## src/rtl/fetch_pkg.sv

```systemverilog
// fetch_pkg: shared constants and types for the instruction fetch unit
package fetch_pkg;
    localparam int DATA_WIDTH = 32;
    localparam int ADDR_WIDTH = 32;
    localparam int INSTR_BYTES = 4;
    localparam logic [DATA_WIDTH-1:0] NOP_INSTR = 32'h0000_0013;

    typedef enum logic {IDLE, RUN} fetch_state_t;

    typedef struct packed {
        logic [ADDR_WIDTH-1:0] pc;
        logic [DATA_WIDTH-1:0] instr;
    } fetch_entry_t;
endpackage

```

## src/rtl/fetch_fifo.sv

```systemverilog
// fetch_fifo: synchronous FIFO of fetch entries; flush wins over push
import fetch_pkg::*;

module fetch_fifo #(
    parameter int DEPTH = 4,
    localparam int AW = $clog2(DEPTH)
) (
    input  logic         clk,
    input  logic         arst_n,
    input  logic         push,
    input  logic         pop,
    input  logic         flush,
    input  fetch_entry_t wdata,
    output fetch_entry_t rdata,
    output logic [AW:0]  count,
    output logic         full,
    output logic         empty
);
    fetch_entry_t mem [DEPTH];
    logic [AW-1:0] wr_ptr, rd_ptr;

    assign rdata = mem[rd_ptr];
    assign full  = count == (AW+1)'(DEPTH);
    assign empty = count == '0;

    always_ff @(posedge clk) begin
        if (push && !flush) mem[wr_ptr] <= wdata;
    end

    always_ff @(posedge clk or negedge arst_n) begin
        if (!arst_n) begin
            wr_ptr <= '0;
            rd_ptr <= '0;
            count  <= '0;
        end else if (flush) begin
            wr_ptr <= '0;
            rd_ptr <= '0;
            count  <= '0;
        end else begin
            wr_ptr <= wr_ptr + AW'(push);
            rd_ptr <= rd_ptr + AW'(pop);
            count  <= count + (AW+1)'(push) - (AW+1)'(pop);
        end
    end
endmodule

```

## src/rtl/instr_fetch_unit.sv

```systemverilog
// instr_fetch_unit: PC sequencing, imem reads and buffered valid/ready delivery
// FETCH_PERF_CNT_EN adds the perf_fetched / perf_flushes event counters
import fetch_pkg::*;

module instr_fetch_unit #(
    parameter int DATA_WIDTH = 32,
    parameter int ADDR_WIDTH = 32,
    parameter int FIFO_DEPTH = 4,
    parameter logic [ADDR_WIDTH-1:0] RESET_PC = '0
) (
    input  logic                  clk,
    input  logic                  arst_n,
    input  logic                  fetch_en,
    output logic                  imem_rd_en,
    output logic [ADDR_WIDTH-1:0] imem_addr,
    input  logic [DATA_WIDTH-1:0] imem_rdata,
    output logic                  instr_valid,
    input  logic                  instr_ready,
    output logic [DATA_WIDTH-1:0] instr,
    output logic [ADDR_WIDTH-1:0] instr_pc,
    input  logic                  redirect_valid,
    input  logic [ADDR_WIDTH-1:0] redirect_pc
`ifdef FETCH_PERF_CNT_EN
    ,
    output logic [31:0]           perf_fetched,
    output logic [31:0]           perf_flushes
`endif
);
    localparam int CW = $clog2(FIFO_DEPTH) + 1;

    fetch_state_t          state;
    logic [ADDR_WIDTH-1:0] fetch_pc, resp_pc;
    logic                  pending, issue, push, pop, full, empty, unused_bits;
    logic [CW-1:0]         count;
    fetch_entry_t          wr_entry, head;

    // a pop in the same cycle earns no credit, so a push can never hit a full FIFO
    assign issue       = state == RUN && fetch_en && !redirect_valid && (count + CW'(pending)) < CW'(FIFO_DEPTH);
    assign push        = pending && !redirect_valid && !full;
    assign pop         = instr_valid && instr_ready;
    assign instr_valid = !empty;
    assign imem_rd_en  = issue;
    assign imem_addr   = fetch_pc;
    assign instr       = instr_valid ? head.instr : '0;
    assign instr_pc    = instr_valid ? head.pc : '0;
    assign wr_entry    = '{pc: resp_pc, instr: imem_rdata};
    assign unused_bits = ^redirect_pc[1:0];

    fetch_fifo #(.DEPTH(FIFO_DEPTH)) u_fifo (
        .clk   (clk),
        .arst_n(arst_n),
        .push  (push),
        .pop   (pop),
        .flush (redirect_valid),
        .wdata (wr_entry),
        .rdata (head),
        .count (count),
        .full  (full),
        .empty (empty)
    );

    always_ff @(posedge clk or negedge arst_n) begin
        if (!arst_n) begin
            state    <= IDLE;
            fetch_pc <= RESET_PC;
            resp_pc  <= '0;
            pending  <= 1'b0;
        end else begin
            state    <= fetch_en ? RUN : IDLE;
            pending  <= issue;
            if (issue) resp_pc <= fetch_pc;
            fetch_pc <= redirect_valid ? {redirect_pc[ADDR_WIDTH-1:2], 2'b00} :
                        issue ? fetch_pc + ADDR_WIDTH'(INSTR_BYTES) : fetch_pc;
        end
    end

`ifdef FETCH_PERF_CNT_EN
    always_ff @(posedge clk or negedge arst_n) begin
        if (!arst_n) begin
            perf_fetched <= '0;
            perf_flushes <= '0;
        end else begin
            perf_fetched <= perf_fetched + 32'(pop);
            perf_flushes <= perf_flushes + 32'(redirect_valid);
        end
    end
`endif
endmodule

```

## config.mk

```make
export PLATFORM = sky130hd
export DESIGN_NAME = instr_fetch_unit
export DESIGN_NICKNAME = d
export VERILOG_FILES = /design/src/rtl/fetch_pkg.sv /design/src/rtl/fetch_fifo.sv /design/src/rtl/instr_fetch_unit.sv
export SDC_FILE = /design/constraint.sdc
export NUM_CORES = 1
export LEC_CHECK = 0
export ABC_AREA = 1
export CAP_MARGIN = 10
export CORE_MARGIN = 10
export CORE_UTILIZATION = 60
export DETAILED_ROUTE_END_ITERATION = 12
export PLACE_DENSITY_LB_ADDON = 0.08
export SYNTH_ARGS = -nofsm -noshare
export SYNTH_HDL_FRONTEND = slang
export SYNTH_HIERARCHICAL = 1
export SYNTH_SLANG_ARGS = --single-unit
```

## constraint.sdc

```tcl
create_clock -name clk -period 12.5 [get_ports clk]
set_input_delay 1.25 -clock clk [delete_from_list [all_inputs] [get_ports clk]]
set_output_delay 1.25 -clock clk [all_outputs]
set_load 0.02 [all_outputs]
```

* After elaboration in Yosys (flattened, before gate mapping)
Memory sizes are Yosys's and may differ from the RTL's.
Cells that the tools add are included.
** Word-level totals
- RAM bits :: 256
- Logic and storage cells :: 38
- Memories :: 1
- Flip-flop bits (word level) :: 73
- Output and inout bits :: 98
- Bits of input ports :: 69
** Cells by class
- Magnitude comparators :: 1
- Reduce and logical (&&, ||, !) cells :: 12
- Muxes and demuxes :: 10
- Equality and inequality tests :: 1
- Add/sub/neg operators :: 6
** Memories
- u_fifo.mem :: words 4, bits a word 64, rd ports 1, clocked after Yosys merged registers in 0, write ports 1, RTL line fetch_fifo.sv:19 : fetch_entry_t mem [DEPTH];
** Operators by type and width (count)
- $mux 32 :: 4
- $add 32x3->32 const B :: 1
- $logic_and 1x1->1 :: 7
- $add 3x1->3 :: 2
- $add 2x1->2 :: 2
- $mux 2 :: 2
- $eq 3x3->1 const B :: 1
- $logic_not 1->1 :: 3
- $logic_not 3->1 :: 1
- $lt 3x3->1 const B :: 1
- $mux 1 :: 3
- $mux 3 :: 1
- $sub 3x1->3 :: 1
- $reduce_bool 2->1 :: 1

* Logic depth before layout (Yosys ltp)
Gate-level depths: netlist of the first run.
- Depth in word-level cells :: 6
- Depth in mapped cells :: 13

* By module
Netlist of the first run, hierarchy kept.
** Modules (own cells, without submodules)
- fetch_fifo :: times used 1, area an instance 10371.2 µm², sequential area each 7862.5 µm², cells each 790
- instr_fetch_unit :: times used 1, area an instance 4020.1 µm², sequential area each 1551.5 µm², cells each 624

* Worst setup path after synthesis of the first run
OpenSTA, ideal clock, no wires.
- Path kind :: input to register
- From :: input redirect_valid
- To :: memory u_fifo/mem[2][0] in the netlist's numbering (enable)
- Stages on the path :: 7
- Slack :: 5.518 ns
- Data arrival time :: 6.417 ns
- Required time :: 11.935 ns
- Cells stage by stage :: buf_6 -> inv_1 -> buf_2 -> nand2_1 -> nor2_1 -> nand2_1 -> nor3_1
** Between the ends
- Cells in the longest elaborated chain, start to end :: 6
** RTL lines
- start: declaration :: RTL line instr_fetch_unit.sv:21 : input logic redirect_valid,
- $logic_not 1->1 :: RTL line instr_fetch_unit.sv:39 : assign push = pending && !redirect_valid && !full;
- $logic_and 1x1->1 (2 in a row) :: RTL line instr_fetch_unit.sv:39
- net push :: RTL line instr_fetch_unit.sv:33 : logic pending, issue, push, pop, full, empty, unused_bits;
- $logic_and 1x1->1 :: RTL line fetch_fifo.sv:27 : if (push && !flush) mem[wr_ptr] <= wdata;
- $mux 1 :: RTL line fetch_fifo.sv:27
- $mux 1 (not written as such) :: RTL line fetch_fifo.sv:27
- end: declaration :: RTL line fetch_fifo.sv:19
The timed path passes the listed nets, and every way through them passes these cells.

* Final worst setup path of the first run
- From :: input redirect_valid
- To :: output imem_rd_en
** Between the ends
- Cells in the longest elaborated chain, start to end :: 3
** RTL lines
- $logic_not 1->1 :: RTL line instr_fetch_unit.sv:38 : assign issue = state == RUN && fetch_en && !redirect_valid && (count + CW'(pending)) < CW'(FIFO_DEPTH);
- $logic_and 1x1->1 (2 in a row) :: RTL line instr_fetch_unit.sv:38
- end: declaration :: RTL line instr_fetch_unit.sv:14 : output logic imem_rd_en,
No other way between the ends.

==> qor.yml, run 1 <==
critical_path:
  cp_top_family: "buffers and inverters"
  critPathLaunchType: "input pin"
  crit_fanout: 74
  crit_chain: "clkdlybuf4s50_1 -> buf_4 -> nor2_4 -> nand3_2 -> buf_4 -> inv_2 -> clkdlybuf4s50_1"
  path_buf_inv: 5
  cpMaxStageDelayCell: "clkdlybuf4s50_1"
  critical_path_class: "in -> out"
  cp-end-kind: "primary output"
  cpPeakStageDelay_ps: 660
  critPathRequiredTime_ps: 11250
  cp_data_arrival_time_ps: 3860
hold_path:
  hold_class: "reg -> reg"
sta:
  hold_violations: 0
  slew_violations: 0
  fin_tns_setup_ps: 0
  fin_crit_sh: 0.408
  final-setup-viol-count: 0
  max_freq_mhz: 196
  rsz0062_at_grt: "no"
  skew_ps: 21.5
  worst_slew_pin_slew_ps: 1010
  layout_min_cycle_time_ps: 5110
  slew_headroom: 0.324
  finalWorstSetupSlack_ps: 7390
route:
  wl_per_cell_um: 15.3
  wl_um: 29200
  via_per_inst: 5.09
  route.detailed.drc: 0
  num_vias: 9704
  antenna_left: 0
  dr.pass1.iters: 5
  drt_iter0_drc: 660
yosys:
  synth_area_per_cell_um2: 10.2
  syn_inst: 1414
  ys_async_sr_fraction: 0.212
  synth_seq_cells: 325
  ys_seq_area_frac: 0.654
  ys.flop_type: "edfxtp_1"
  yosys_warnings: 6
  synth_edf_count: 256
  syn_area_um2: 14400
  synth.distinct_cells: 31
power_and_ir_drop:
  p_leak_nw: 7.09
  p_int_mw: 2.30
  combPwrFrac: 0.317
  p_per_area_nw_per_um2: 201
  switchingPower_mw: 1.17
  power.share.sequential: 0.404
  ir_drop_mv: 0.132
  power.share.switching: 0.337
  total_power_mw: 3.47
  clockPowerShare: 0.278
global_route:
  grt_overflow: 0
  track_usage: 0.191
  grt_pass1_vias: 9662
  antenna_found_initial: 0
  grt_first_pass_wirelength_um: 47900
  grt_max_degree: 90
outcome:
  outcome: "complete, no violations"
job:
  cap_violations: 0
clock_network:
  max-clock-path-buffers: 3
  htree_levels: 2
  clk_pin_slew_ps: 60
  cts_tree: "built"
  cts_post_setup_buffers_inserted: 0
  clk_latency_ps: 510
  cts_resized: 0
  cts.sinks: 325
  numCtsBuffers: 34
  hold_buffers: 0
  cts_root_buffer: "clkbuf_16"
final_layout:
  drive_gt1_frac: 0.0605
  utilization: 0.734
  n_fill_cell: 1678
  final_net_count: 1639
  n_antenna_cell: 0
  final_cells: 1907
  syn2layout_area_growth_pct: 20.0
floorplanning:
  coreArea_um2: 23500
  fp.dieW_um: 175
  die_area_um2: 30600
  ios: 167
  die_h_um: 175
  initial_core_util: 0.611
  rows: 56
placed_design:
  placedCellCount: 1847
  place.gp.congestion: 0.872
  pre_cts_ws_ps: 7410
  port_buffers: 162
  dpl.hpwl_um: 17600
metal layers:
| metal | routed length (um) | up-vias | GRT usage |
|---|---|---|---|
| met2 | 14000 | 237 | 0.322 |
| met4 | 507 | 0 | 0.0477 |
| met1 | 12800 | 4538 | 0.245 |
| met5 | 0 | - | 0 |
| met3 | 1800 | 35 | 0.0425 |
| li1 | - | 4894 | - |
cell families (layout without fill, tap and decap cells):
group,Yosys count,count (layout),synth area share
AO/OA/AOI/OAI,237,237,0.0941
XOR/XNOR,7,7,0.00426
adder cells (fa/ha/maj),6,6,0.00574
buffers and inverters,328,493,0.0936
flip-flops,325,325,0.654
other,1,10,0.000261
AND/OR/NAND/NOR,510,510,0.148
sequential cells by signal, summed over array words and instances, names as in the netlist:
signal,cells
pending,1
imem_addr,30
u_fifo/wr_ptr,2
u_fifo/rd_ptr,2
resp_pc,30
u_fifo/mem,256
state,1
u_fifo/count,3
cell type report:
| type | instances | area, um^2 | area share |
|---|---|---|---|
| tap | 319 | 399 | 0.0231 |
| sequential | 325 | 9420 | 0.546 |
| timing repair buffer | 173 | 1700 | 0.0984 |
| clock inverter | 18 | 150 | 0.00869 |
| inverter | 260 | 976 | 0.0565 |
| clock buffer | 42 | 933 | 0.0540 |
| multi-input combinational | 770 | 3690 | 0.214 |
placed cells by master, fill, tap and decap left out, types with 36 or more instances in the layout:
cell               n
o211ai_1          67
nor2_1            98
edfxtp_1         256
clkdlybuf4s50_1  161
o21ai_0           90
a21oi_1           66
inv_1            258
clkbuf_16         36
nand3_1           63
dfrtp_1           67
nand2_1          315
power by group through the flow:
stage / logic [mW] / clock network, mW / registers [mW]
finish: 1.10 / 0.964 / 1.40
CTS: 1.12 / 0.982 / 1.40
floorplan: 0.692 / 0 / 1.37
detailed placement: 1.11 / 0 / 1.42
global route: 1.22 / 1.03 / 1.42
global placement: 1.09 / 0 / 1.42
final timing paths:
path	start	end	depth (start not counted)	slack, ps
setup / recovery	redirect_valid	imem_rd_en	7	7390
hold / removal	resp_pc[20]$_DFFE_PN0P_	u_fifo/mem[3][52]$_DFFE_PP_	0	510
setup reg to reg	u_fifo/count[1]$_DFF_PN0_	u_fifo/count[2]$_DFF_PN0_	13	9660
hold reg to reg	resp_pc[20]$_DFFE_PN0P_	u_fifo/mem[3][52]$_DFFE_PP_	0	510
max in group asynchronous	arst_n	u_fifo/rd_ptr[1]$_DFF_PN0_	2	10890
min in group asynchronous	arst_n	u_fifo/wr_ptr[0]$_DFF_PN0_	2	930
metrics by stage:
stage          hold slack [ps]  area [um^2]
6_report                   507        17300
5_1_grt                    534        17300
4_1_cts                    503        17300
3_5_place_dp               498        16200
3_3_place_gp               496        16200
2_1_floorplan              476        14400
cells in the mapped netlist, drive strengths merged, types with 2 or more instances:
cell type	count	area (um^2)
o211ai	67	503
edfxtp	256	7690
dfrtp	69	1730
nor2	113	499
ha	5	62.6
a21oi	66	330
nor3	5	25.0
xor2	6	52.6
buf	51	298
nand3	64	325
and2	2	12.5
nand2	324	1250
clkbuf	17	73.8
inv	260	976
o21ai	104	521
Note: power is estimated with default switching activity, not from simulation.
==> run 2, diff against run 1 <==
- CORE_UTILIZATION: 60 -> 51
- clock period: 12.5 -> 4.29 ns (I/O delays scaled with it)
==> run 2 against run 1 <==
Final cell count increased by 3.7%. Global-route usage decreased by 2.5 points. Sequential cell count unchanged. Total power rose to 3.0 times the previous value. Clock skew decreased by 13 ps. Register-to-register slack worse by 8200 ps. First-iteration DRC count is 16% lower.
==> qor.yml, run 2 (synthesis gave the netlist of run 1 again) <==
hold_path:
  hold_class: "in -> async"
critical_path:
  critPathCapture: "instr[20]"
  crit_fanout: 89  # +20%
  rr_endpoint: "u_fifo/count[2]$_DFF_PN0_"
  cpMaxStageDelayCell: "dfrtp_4"
  crit_start: "u_fifo/rd_ptr[0]$_DFF_PN0_"
  cpPeakStageDelay_ps: 960  # +300 ps
  crit_chain: "buf_4 -> o211ai_1 -> nand2_1 -> inv_1 -> nor2_1 -> clkdlybuf4s50_1"
  cp-end-kind: "primary output"
  reg2reg_depth: 12  # -1
  critical_path_class: "reg -> out"
  critPathLaunchType: "register"
  r2r_slack_ps: 1510  # -8150 ps
  critPathRequiredTime_ps: 3860  # -7390 ps
  r2r-start: "u_fifo/count[1]$_DFF_PN0_"
  cp_data_arrival_time_ps: 3060  # -800 ps
final_layout:
  largest_register_ffs: 256  # unchanged
  n_antenna_cell: 0  # unchanged
  final_net_count: 1648  # +0.55%
  final_common_cell: "nand2_1"
  drive_gt1_frac: 0.0650  # +0.00459
  utilization: 0.632  # -0.101
  syn2layout_area_growth_pct: 22.1
  largest_register: "u_fifo/mem"
  final_cell_mix: "315 x nand2_1, 258 x inv_1, 256 x edfxtp_1"
route:
  dr.pass1.iters: 6  # +1
  drt_iter0_drc: 555  # -16%
  num_vias: 9683  # -0.22%
  wl_per_cell_um: 14.9  # -2.7%
  antenna_left: 0  # unchanged
  wl_um: 29400  # +0.88%
  via_per_inst: 4.90  # -3.7%
  route.detailed.drc: 0  # unchanged
clock_network:
  numCtsBuffers: 35  # +2.9%
  max-clock-path-buffers: 3  # unchanged
  clk_latency_ps: 500  # about the same
  hold_buffers: 0  # unchanged
  cts_post_setup_buffers_inserted: 0  # unchanged
  htree_levels: 2  # unchanged
  cts.sinks: 325  # unchanged
  cts_tree: "built"
  clk_pin_slew_ps: 60  # about the same
  cts_root_buffer: "clkbuf_16"
  cts_resized: 0  # unchanged
power_and_ir_drop:
  total_power_mw: 10.3  # +200%
  p_per_area_nw_per_um2: 586  # +190%
  p_leak_nw: 7.20  # +1.5%
  ir_drop_mv: 0.337  # +160%
sta:
  fin_crit_sh: 0.813
  whs_ps: 97.6  # -410 ps
  rsz0062_at_grt: "no"
  slew_headroom: 0.330  # +0.00610
  finalWorstSetupSlack_ps: 803  # -6590 ps
  layout_min_cycle_time_ps: 3490
  slew_violations: 0  # unchanged
  max_freq_mhz: 287
  skew_ps: 8.20  # -13.3 ps
  final-setup-viol-count: 0  # unchanged
  fin_tns_setup_ps: 0  # unchanged
  worst_slew_pin_slew_ps: 1010  # -9.15 ps
  hold_violations: 0  # unchanged
global_route:
  grt_first_pass_wirelength_um: 48100  # +0.48%
  grt_pass1_vias: 9450  # -2.2%
  track_usage: 0.165  # -0.0254
  antenna_found_initial: 0  # unchanged
  grt_overflow: 0  # unchanged
  grt_max_degree: 94  # +4.4%
floorplanning:
  coreArea_um2: 27800  # +18%
  rows: 61  # +8.9%
  initial_core_util: 0.518  # -0.0933
  die_area_um2: 35300  # +16%
  ios: 167  # unchanged
  die_h_um: 188  # +7.5%
  fp.dieW_um: 188  # +7.5%
placed_design:
  port_buffers: 162  # unchanged
  pre_cts_ws_ps: 1320  # -6090 ps
  dpl.hpwl_um: 18600  # +5.8%
  place.gp.congestion: 0.838  # -3.9%
job:
  cap_violations: 0  # unchanged
outcome:
  outcome: "complete, no violations"
-- run 2: worst min path at each step --
stage	to	slack [ps]
2_1_floorplan	imem_addr[10]$_DFFE_PN0P_	130
3_3_place_gp	u_fifo/mem[3][42]$_DFFE_PP_	490
3_5_place_dp	u_fifo/mem[1][39]$_DFFE_PP_	500
4_1_cts	state$_DFF_PN0_	130
5_1_grt	u_fifo/count[0]$_DFF_PN0_	190
6_report	u_fifo/wr_ptr[1]$_DFF_PN0_	100
-- run 2: area by class of cell --
| cell class | count | area, um^2 |
|---|---|---|
| clock buffers | 44 | 1000 |
| clock inverters | 19 | 160 |
| fillers | 2317 | 10200 |
| inverters | 260 | 976 |
| multi-input cells | 770 | 3690 |
| flip-flops and latches | 325 | 9420 |
| well taps | 378 | 473 |
| repair buffers | 181 | 1850 |
-- run 2: worst max-delay path: cells and delay by family (launching register included) --
kind                   cells  cell delay (ps)
buffers and inverters      3             1160
flip-flops                 1              960
AO/OA/AOI/OAI              1              150
AND/OR/NAND/NOR            2              200
-- run 2: power breakdown --
group	leakage (nW)	switching, mW	internal [mW]
logic	3.45	1.85	1.34
registers	3.18	0.396	3.72
clock network	0.571	1.15	1.83
-- run 2: routing by layer --
metal  vias up  share of wire  GRT usage
met2       222           0.46      0.267
met5         -              0          0
met1      4492           0.46      0.216
met3        48          0.056     0.0382
li1       4921              -          -
met4         0          0.024     0.0529
-- run 2: per-stage QoR --
step	instances	instance area, um^2
2_1_floorplan	1423	14400
3_3_place_gp	1914	16400
3_5_place_dp	1914	16400
4_1_cts	1977	17600
5_1_grt	1977	17600
6_report	1977	17600
